==> config.mk <==
export PLATFORM = sky130hd
export DESIGN_NAME = pc_unit
export DESIGN_NICKNAME = d
export VERILOG_FILES = /design/src/rtl/pc_unit_pkg.sv /design/src/rtl/pc_next.sv /design/src/rtl/pc_unit.sv
export SDC_FILE = /design/constraint.sdc
export NUM_CORES = 1
export LEC_CHECK = 0
export CORE_MARGIN = 3
export CORE_UTILIZATION = 43
export DETAILED_ROUTE_END_ITERATION = 8
export GPL_TIMING_DRIVEN = 0
export PLACE_DENSITY_LB_ADDON = 0.1
export SLEW_MARGIN = 25
export SYNTH_ARGS = -nofsm -noshare
export SYNTH_HDL_FRONTEND = slang
export SYNTH_SLANG_ARGS = --single-unit
==> constraint.sdc <==
create_clock -name clk -period 2.3 [get_ports clk]
set_clock_uncertainty 0.1 [all_clocks]
set_input_delay 0.69 -clock clk [delete_from_list [all_inputs] [get_ports clk]]
set_output_delay 0.69 -clock clk [all_outputs]
set_load 0.05 [all_outputs]
==> src/rtl/pc_unit_pkg.sv <==
// pc_unit_pkg
// Shared definitions for the program-counter unit: the two-state FSM type,
// the decoded action the next-PC mux hands back to the register stage, the
// exc_cause encodings and the default reset/exception vectors.
// Ports: none (package).
// Configuration: PC_ALIGN_TRAP_EN (see pc_next / pc_unit) selects whether a
// misaligned redirect in RUN traps or is silently aligned.
package pc_unit_pkg;

   // FSM states: normal execution and inside the exception handler
   typedef enum logic {
      RUN     = 1'b0,
      HANDLER = 1'b1
   } pc_state_t;

   // What the next-PC mux decided to do this cycle
   typedef enum logic [2:0] {
      ACT_INC   = 3'd0,
      ACT_REDIR = 3'd1,
      ACT_EXC   = 3'd2,
      ACT_TRAP  = 3'd3,
      ACT_ERET  = 3'd4
   } pc_action_t;

   // exc_cause encodings
   localparam logic [1:0] CAUSE_NONE     = 2'd0;
   localparam logic [1:0] CAUSE_EXT      = 2'd1;
   localparam logic [1:0] CAUSE_MISALIGN = 2'd2;

   // Default vectors and sequential step
   localparam logic [31:0] DEFAULT_RESET_VEC = 32'h0040_0000;
   localparam logic [31:0] DEFAULT_EXC_VEC   = 32'h8000_0180;
   localparam int unsigned DEFAULT_INC       = 4;

endpackage

==> src/rtl/pc_next.sv <==
// pc_next
// Combinational next-PC and priority selection for pc_unit.
// Priority: exception (RUN only) > eret (HANDLER only) > redirect > increment.
// Configuration: with PC_ALIGN_TRAP_EN defined, a misaligned redirect taken
// in RUN becomes a trap to excVec; otherwise (and always in HANDLER) the
// redirect target has its two low bits cleared.
// Ports:
//   state      - current FSM state
//   pc, epc    - current PC and saved exception PC
//   redir_valid, redir_pc - redirect request and target
//   exc_req, eret_req     - exception / return-from-exception requests
//   action     - decoded action for the register stage
//   nextPc     - PC to load if the unit is enabled
module pc_next
   import pc_unit_pkg::*;
#(
   parameter int unsigned       WIDTH   = 32,
   parameter logic [WIDTH-1:0]  EXC_VEC = WIDTH'(DEFAULT_EXC_VEC),
   parameter int unsigned       INC     = DEFAULT_INC
) (
   input  pc_state_t         state,
   input  logic [WIDTH-1:0]  pc,
   input  logic [WIDTH-1:0]  epc,
   input  logic              redir_valid,
   input  logic [WIDTH-1:0]  redir_pc,
   input  logic              exc_req,
   input  logic              eret_req,
   output pc_action_t        action,
   output logic [WIDTH-1:0]  nextPc
);

   logic [WIDTH-1:0] alignedTarget;

   // Redirect target with the low two bits forced to zero; used whenever a
   // redirect is taken without trapping.
   always_comb begin
      alignedTarget = redir_pc & ~WIDTH'(3);
   end

   // Priority mux. Requests that are meaningless in the current state
   // (exception while already in the handler, eret outside it) simply fall
   // through so the lower-priority requests get evaluated instead.
   always_comb begin
      action = ACT_INC;
      nextPc = pc + WIDTH'(INC);
      if (exc_req && (state == RUN)) begin
         action = ACT_EXC;
         nextPc = EXC_VEC;
      end else if (eret_req && (state == HANDLER)) begin
         action = ACT_ERET;
         nextPc = epc;
      end else if (redir_valid) begin
`ifdef PC_ALIGN_TRAP_EN
         if ((state == RUN) && (redir_pc[1:0] != 2'b00)) begin
            action = ACT_TRAP;
            nextPc = EXC_VEC;
         end else begin
            action = ACT_REDIR;
            nextPc = alignedTarget;
         end
`else
         action = ACT_REDIR;
         nextPc = alignedTarget;
`endif
      end
   end

endmodule

==> src/rtl/pc_unit.sv <==
// pc_unit
// Program-counter unit with a RUN/HANDLER exception FSM, saved EPC and
// last-cause register. All state advances only when ena=1; rst (synchronous,
// active-low) overrides everything and returns the unit to RUN.
// Configuration macro: PC_ALIGN_TRAP_EN - misaligned redirect in RUN traps
// with cause 2 instead of being aligned.
// Ports:
//   clk, rst     - clock and synchronous active-low reset
//   ena          - advance enable (0 = stall)
//   redir_valid, redir_pc - branch/jump redirect
//   exc_req, eret_req     - exception entry / return
//   pc_out, epc_out       - current PC and saved exception PC
//   exc_cause    - 0 none, 1 external, 2 misaligned target
//   in_handler   - high while in HANDLER
module pc_unit
   import pc_unit_pkg::*;
#(
   parameter int unsigned       WIDTH     = 32,
   parameter logic [WIDTH-1:0]  RESET_VEC = WIDTH'(DEFAULT_RESET_VEC),
   parameter logic [WIDTH-1:0]  EXC_VEC   = WIDTH'(DEFAULT_EXC_VEC),
   parameter int unsigned       INC       = DEFAULT_INC
) (
   input  logic              clk,
   input  logic              rst,
   input  logic              ena,
   input  logic              redir_valid,
   input  logic [WIDTH-1:0]  redir_pc,
   input  logic              exc_req,
   input  logic              eret_req,
   output logic [WIDTH-1:0]  pc_out,
   output logic [WIDTH-1:0]  epc_out,
   output logic [1:0]        exc_cause,
   output logic              in_handler
);

   pc_state_t        state;
   pc_state_t        nextState;
   pc_action_t       action;
   logic [WIDTH-1:0] nextPc;
   logic [WIDTH-1:0] nextEpc;
   logic [1:0]       nextCause;

   pc_next #(
      .WIDTH   (WIDTH),
      .EXC_VEC (EXC_VEC),
      .INC     (INC)
   ) u_pc_next (
      .state       (state),
      .pc          (pc_out),
      .epc         (epc_out),
      .redir_valid (redir_valid),
      .redir_pc    (redir_pc),
      .exc_req     (exc_req),
      .eret_req    (eret_req),
      .action      (action),
      .nextPc      (nextPc)
   );

   // Next-state logic: the mux already decided which request wins, so here
   // we only translate that action into FSM, EPC and cause updates. EPC is
   // touched only on an accepted exception or trap; redirects and plain
   // increments leave cause alone.
   always_comb begin
      nextState = state;
      nextEpc   = epc_out;
      nextCause = exc_cause;
      case (action)
         ACT_EXC: begin
            nextState = HANDLER;
            nextEpc   = pc_out;
            nextCause = CAUSE_EXT;
         end
         ACT_TRAP: begin
            nextState = HANDLER;
            nextEpc   = redir_pc;
            nextCause = CAUSE_MISALIGN;
         end
         ACT_ERET: begin
            nextState = RUN;
            nextCause = CAUSE_NONE;
         end
         default: begin
            nextState = state;
         end
      endcase
   end

   // State and output registers. Reset wins over ena and every request; with
   // ena low everything holds, even if requests are pending.
   always_ff @(posedge clk) begin
      if (!rst) begin
         state     <= RUN;
         pc_out    <= RESET_VEC;
         epc_out   <= '0;
         exc_cause <= CAUSE_NONE;
      end else if (ena) begin
         state     <= nextState;
         pc_out    <= nextPc;
         epc_out   <= nextEpc;
         exc_cause <= nextCause;
      end
   end

   // Handler flag straight from the state register
   always_comb begin
      in_handler = (state == HANDLER);
   end

endmodule

==> metrics.md, run 1 <==
| Metric | Value |
|---|---|
| Status | finished, final reports clean |
| Std-Cell Core Area | 8260 um^2 |
| Layout cells sized above 1 | 0.115 |
| Async set-reset flop share out of synthesis | 0 |
| Critical path required time | roughly 2.5 ns |
| Area of the multi-input gates | approximately 2200 um^2 |
| Synth-to-layout area growth | 38.7% |
| Starting Density | 0.445 |
| GRT overflow | 0 |
| Die H | roughly 98 um |
| Avg Cell Area, Syn | ~7.2 um^2 |
| Cell taking the most area after synthesis | dfxtp_1 |
| Hold Path Depth | 2 |
| Number of global-route vias before repair | about 4200 |
| Routed wire length | approximately 14000 um |
| Later-pin clock latency in the skew report | between 0.3 and 0.4 ns |
| Post-Synthesis Cell Area | around 3700 um^2 |
| Pre-antenna DRT Iters | 5 |
| Fin. max-slew vios | 0 |
| Sequential Area | approximately 1400 um^2 |
| Most area-consuming cells after synthesis | dfxtp_1 (36%), nand2_1 (11%), a21oi_1 (8.6%) |
| RSZ-0062 raised after global routing | true |
| Die Area | 9690 um^2 |
| Crit path max fanout | 10 |
| Design area | a little over 5000 um^2 |
| Synth top area share | 0.365 |
| Vias per cell | 6.13 |
| Hold path start | exc_cause[1] |
| Number of flops mapped to enable cells by yosys | 0 |
| Crit Reg-Reg Startpoint | pc_out[2] |
| CTS Hold Bufs | 0 |
| Final HPWL DP | 9860 um |
| Final WS setup | 0.0277 ns |
| DRC | 0 |
| Max Cap Viol | 0 |
| P per Cell Area | around 530 nW/um^2 |
| Tcrit/Tclk final | 0.988 |
| Hold Fails Final Rpt | 0 |
| Hold Crit Class | reg -> reg |
| Slew @ Worst Pin | about 0.63 ns |
| Final setup vio count | 0 |
| Slew margin rel. | 0.579 |
| Peak VDD IR | between 200 and 300 uV |
| Crit. End Element | flop |
| Reg2Reg Capture Point | pc_out[30] |
| Register area share after synthesis | 0.365 |
| #FFs+latches synth | 67 |
| First-pass GRT wire length | roughly 22000 um |
| # clock sinks | between 60 and 70 |
| Reg2Reg Depth | 7 |
| Leakage power | ~2.2 nW |
| H-tree depth | 3 |
| Diodes inserted | 0 |
| Fmax | approximately 0.44 GHz |
| Buffers on Ports | between 100 and 150 |
| Total Routing Usage GR | 0.281 |
| Largest net degree at the start of global routing | 12 |
| Synth Instances | between 500 and 600 |
| Final Critical Period | around 2.3 ns |
| Hold Slack | 0.339 ns |
| Root buffer cell | clkbuf_8 |
| Reg2Reg Setup Slack | between 0.02 and 0.03 ns |
| FP Rows | 33 |
| TritonCTS buffer count | 9 |
| Yosys warnings | 0 |
| Post-Place Cell Area | 4870 um^2 |
| Fin nets | 659 |
| Antenna violations before repair | 0 |
| Drt wl/cell | about 19 um |
| RD Place Congestion | between 0.9 and 1 |
| Top-level port count | approximately 110 |
| Clk pin slew, worst setup/hold paths | approximately 0.070 ns |
| Crit path arrival time | 2.45 ns |
| FILL cells | ~800 |
| Post-Place Worst Slack | -1.19 ns |
| Antenna viol nets, final | 0 |
| Worst setup SP type | input pin |
| Detailed-route via count | 4472 |
| Setup_tns | 0 ns |
| Critical setup path kind | in -> reg |
| Hold Path End | exc_cause[1] |
| Maximum root-to-sink buffer count | 2 |
| Die Span X | approximately 100 um |
| Iteration-0 DRC Markers | 298 |
| Total design power | 2.73 mW |
| Distinct cells, synth | 56 |
| Syn_nets | 547 |
| CTS tree | built |
| Most frequently used flop master after synthesis | dfxtp_1 |
worst max-delay path by stage:
stage	to	slack (ns)	start
final	pc_out[16]	0.03	ena
after global routing	pc_out[30]	-0.03	pc_out[2]
after CTS	epc_out[24]	0.003	epc_out[24]
after detailed placement	pc_out[27]	-1.19	eret_req
after global placement	pc_out[27]	-1.13	eret_req
after floorplan	pc_out[26]	0.01	pc_out[17]
per-stage QoR:
stage               cells  utilization
floorplan             508            -
global placement      715        0.589
detailed placement    715        0.589
CTS                   730        0.608
global route          730        0.617
finish                730        0.617
Yosys cell counts, types with 5 or more instances:
library cell  number
a21o_1             6
or3_1              8
o31ai_1            6
dfxtp_1           67
nand4_1            9
o211ai_1           8
a31oi_1            6
o21ai_0           26
and2_1             5
nand3b_1           5
inv_1             12
a21oi_1           63
clkbuf_1          30
nor3_1            12
nand2_1          104
mux2i_1            5
nor4_1            11
and3_1             9
nand3_1           23
nor2_1            27
area by class of cell:
type	instances	share of cell area
plain buffers	33	0.0356
clock buffers	13	0.0292
clock inverters	3	0.00295
inverters	13	0.0101
multi-input cells	392	0.438
flip-flops and latches	67	0.268
well taps	105	0.0258
repair buffers	104	0.190
kinds of logic after synthesis:
kind of cell | count (synthesis) | synth area share
simple gates | 234 | 0.308
compound gates | 147 | 0.246
flops | 67 | 0.365
buf+inv | 49 | 0.0524
xor+xnor | 5 | 0.0119
mux | 5 | 0.0136
fa+ha+maj | 1 | 0.00340
flip-flops by register name, summed over array words and instances (netlist names):
register and flops:
epc_out 32, exc_cause 2, in_handler 1, pc_out 32
critical path, stage by stage:
cell and delay, ns:
clkdlybuf4s50_1 0.52, buf_2 0.28, nand2_2 0.22, or4_1 0.56
a31oi_1 0.17
routing by layer:
metal | routed length, um | vias up | global-route usage | share of wire
li1 | - | 2047 | - | -
met1 | 5770 | 2134 | 0.363 | 0.41
met2 | 6650 | 258 | 0.462 | 0.48
met3 | 1190 | 33 | 0.0495 | 0.085
met4 | 388 | 0 | 0.119 | 0.028
met5 | 0 | - | 0 | 0
placed cells by master (no fill, tap or decap), types with 6 or more instances in the layout:
cell type and instances:
o21ai_0 24, o211ai_1 8, nor2_1 25, a31oi_1 6, dlygate4sd2_1 63, clkbuf_4 8
dfxtp_2 12, a21oi_1 63, nor3_1 12, or3_1 8, clkbuf_8 10, clkdlybuf4s50_1 34
nand4_1 9, nor4_1 8, dfxtp_1 52, a21o_1 6, inv_1 11, clkbuf_1 13
nand2_1 101, nand3_1 23, clkbuf_2 6, and3_1 9
power breakdown:
group	internal, mW	switching (mW)
logic	0.196	0.373
registers	1.20	0.0611
clock network	0.417	0.479
repair_timing:
action                                 CTS  global route
setup buffers                            1             1
resized for setup                       98            27
pin swaps                                0             1
setup endpoints to repair              107            56
endpoints found under the hold margin    0             0
Power figures use the tool's default switching activity.
==> run 2: changes to the inputs <==
CORE_ASPECT_RATIO = 1.2   (was default)
CORE_UTILIZATION = 48   (was 43)
clock period = 2.17 ns   (was 2.3 ns; I/O delays follow)
==> run 2 against run 1 <==
Critical path depth decreased by 4. Wire length grew 1.2%. Global-route usage rose by 3.9 points. Power rose by 14%. Count of clock-buffer cells in the layout down 3. Sequential cell count unchanged. Setup slack got worse by 0.019 ns. Clock power rose by 31%. Non-clock buffer count increased by 9. Via count increased by 0.63%. Core utilization is 9.1 points higher. Largest power group unchanged.
==> metrics.md, run 2 (synthesis gave the netlist of run 1 again) <==
| Metric | Value |
|---|---|
| Drt wl/cell | 19.6 um |
| Most frequent cells in the layout | nand2_1 (100), dlygate4sd2_1 (67), a21oi_1 (63) |
| FILL cells | approximately 650 |
| Root buffer cell | clkbuf_8 |
| H-tree depth | 3 |
| Vias per cell | 6.22 |
| Fmax | approximately 0.46 GHz |
| Pre-antenna DRT Iters | 5 |
| Final WS setup | roughly 0.0083 ns |
| Die H | between 100 and 150 um |
| CTS tree | built |
| Crit path largest cell delay | roughly 0.57 ns |
| Critical path required time | between 1 and 1.5 ns |
| Detailed-route via count | 4500 |
| Status | finished, final reports clean |
| Hold Crit Class | reg -> reg |
| Maximum root-to-sink buffer count | 2 |
| Max Cap Viol | 0 |
| Peak VDD IR | ~370 uV |
| Crit path max fanout | 8 |
| Crit. End Element | output pin |
| Layout Utilization | 0.708 |
| Antenna viol nets, final | 0 |
| Buffers on Ports | 102 |
| Antenna violations before repair | 0 |
| RD Place Congestion | between 0.9 and 1 |
| Die Span X | 85.9 um |
| Starting Density | 0.499 |
| Buf+Inv Stages, Crit Path | 1 |
| FP Rows | 34 |
| Number of global-route vias before repair | around 4300 |
| Final setup vio count | 0 |
| Final Critical Period | 2.16 ns |
| Routed wire length | ~14000 um |
| Slew @ Worst Pin | about 0.63 ns |
| TritonCTS buffer count | 9 |
| CP cell instances | dlygate4sd2_1 |
| Delay-heaviest family, CP | buffers and inverters |
| Most common cell after layout, fill and taps aside | nand2_1 |
| Slew margin rel. | 0.576 |
| Final HPWL DP | approximately 9900 um |
| Total design power | between 3 and 4 mW |
| Hold Fails Final Rpt | 0 |
| GRT overflow | 0 |
| P per Cell Area | between 500 and 600 nW/um^2 |
| Later-pin clock latency in the skew report | around 0.34 ns |
| First-pass GRT wire length | between 20000 and 25000 um |
| Fin nets | 668 |
| Die Area | around 9000 um^2 |
| # clock sinks | 67 |
| Leakage power | 2.20 nW |
| Layout cells sized above 1 | 0.145 |
| Iteration-0 DRC Markers | roughly 400 |
| Total Routing Usage GR | 0.320 |
| Biggest regs | epc_out: 32 flops, pc_out: 32 flops, exc_cause: 2 flops |
| Fin. max-slew vios | 0 |
| Worst path slowest cell | dlygate4sd2_1 |
| Worst setup SP type | flop |
| Largest net degree at the start of global routing | 12 |
| Synth-to-layout area growth | 41.8% |
| Clk pin slew, worst setup/hold paths | ~0.080 ns |
| Top-level port count | 105 |
| DRC | 0 |
| RSZ-0062 raised after global routing | true |
| Diodes inserted | 0 |
| Post-Place Worst Slack | -1.27 ns |
| Std-Cell Core Area | between 7000 and 8000 um^2 |
| Critical setup path kind | reg -> out |
| Crit path arrival time | 1.41 ns |
| Setup_tns | 0 ns |
| Tcrit/Tclk final | 0.996 |
## run 2: cell types whose count changed in the layout (fill, tap and decap cells not counted), sizes merged
cell,change
clkinvlp,+1
dlygate4sd2,+4
buf,+7
bufinv,+2
clkdlybuf4s50,-2
dlymetal6s2s,-5
clkdlybuf4s15,+2
## run 2: timing repair
action / CTS / global route
resized for setup: 116 / 19
endpoints found under the setup margin: 134 / 43
hold buffers: 0 / 0
endpoints found under the hold margin: 0 / 0
pin swaps: 1 / 2
setup buffers: 2 / 9
## run 2: power breakdown
part	switching [mW]	internal [mW]
Clock	0.505	0.667
Sequential	0.0644	1.26
Combinational	0.401	0.210
Total	0.971	2.14
## run 2: per-layer routing
metal,up-vias,GRT usage,routed length (um)
met1,2108,0.407,5430
li1,2074,-,-
met3,44,0.0452,1360
met5,-,0,0
met2,274,0.539,7010
met4,0,0.140,365
## run 2: final cells by class
cell class              count  area (um^2)  share of cell area
multi-input cells         392         2230               0.428
well taps                  90          113              0.0216
plain buffers              33          186              0.0358
repair buffers            113         1010               0.195
clock buffers              10          138              0.0264
inverters                  13         51.3             0.00985
clock inverters             6         78.8              0.0151
flip-flops and latches     67         1400               0.268
## run 2: path summary, 6_finish.rpt
| kind | start | end | slack, ns | depth (start not counted) |
|---|---|---|---|---|
| max | pc_out[24] | pc_out[24] | 0.008 | 1 |
| min | exc_cause[1] | exc_cause[1] | 0.37 | 2 |
| max reg2reg | pc_out[15] | pc_out[28] | 0.03 | 6 |
| min reg2reg | exc_cause[1] | exc_cause[1] | 0.37 | 2 |
## run 2: per-stage QoR
stage	instances	instance area (um^2)	hold WS [ns]
final	724	5210	0.366
after global placement	700	4880	0.340
after detailed placement	700	4880	0.357
after global routing	724	5210	0.394
after floorplan	508	3740	0.463
after CTS	716	5120	0.365
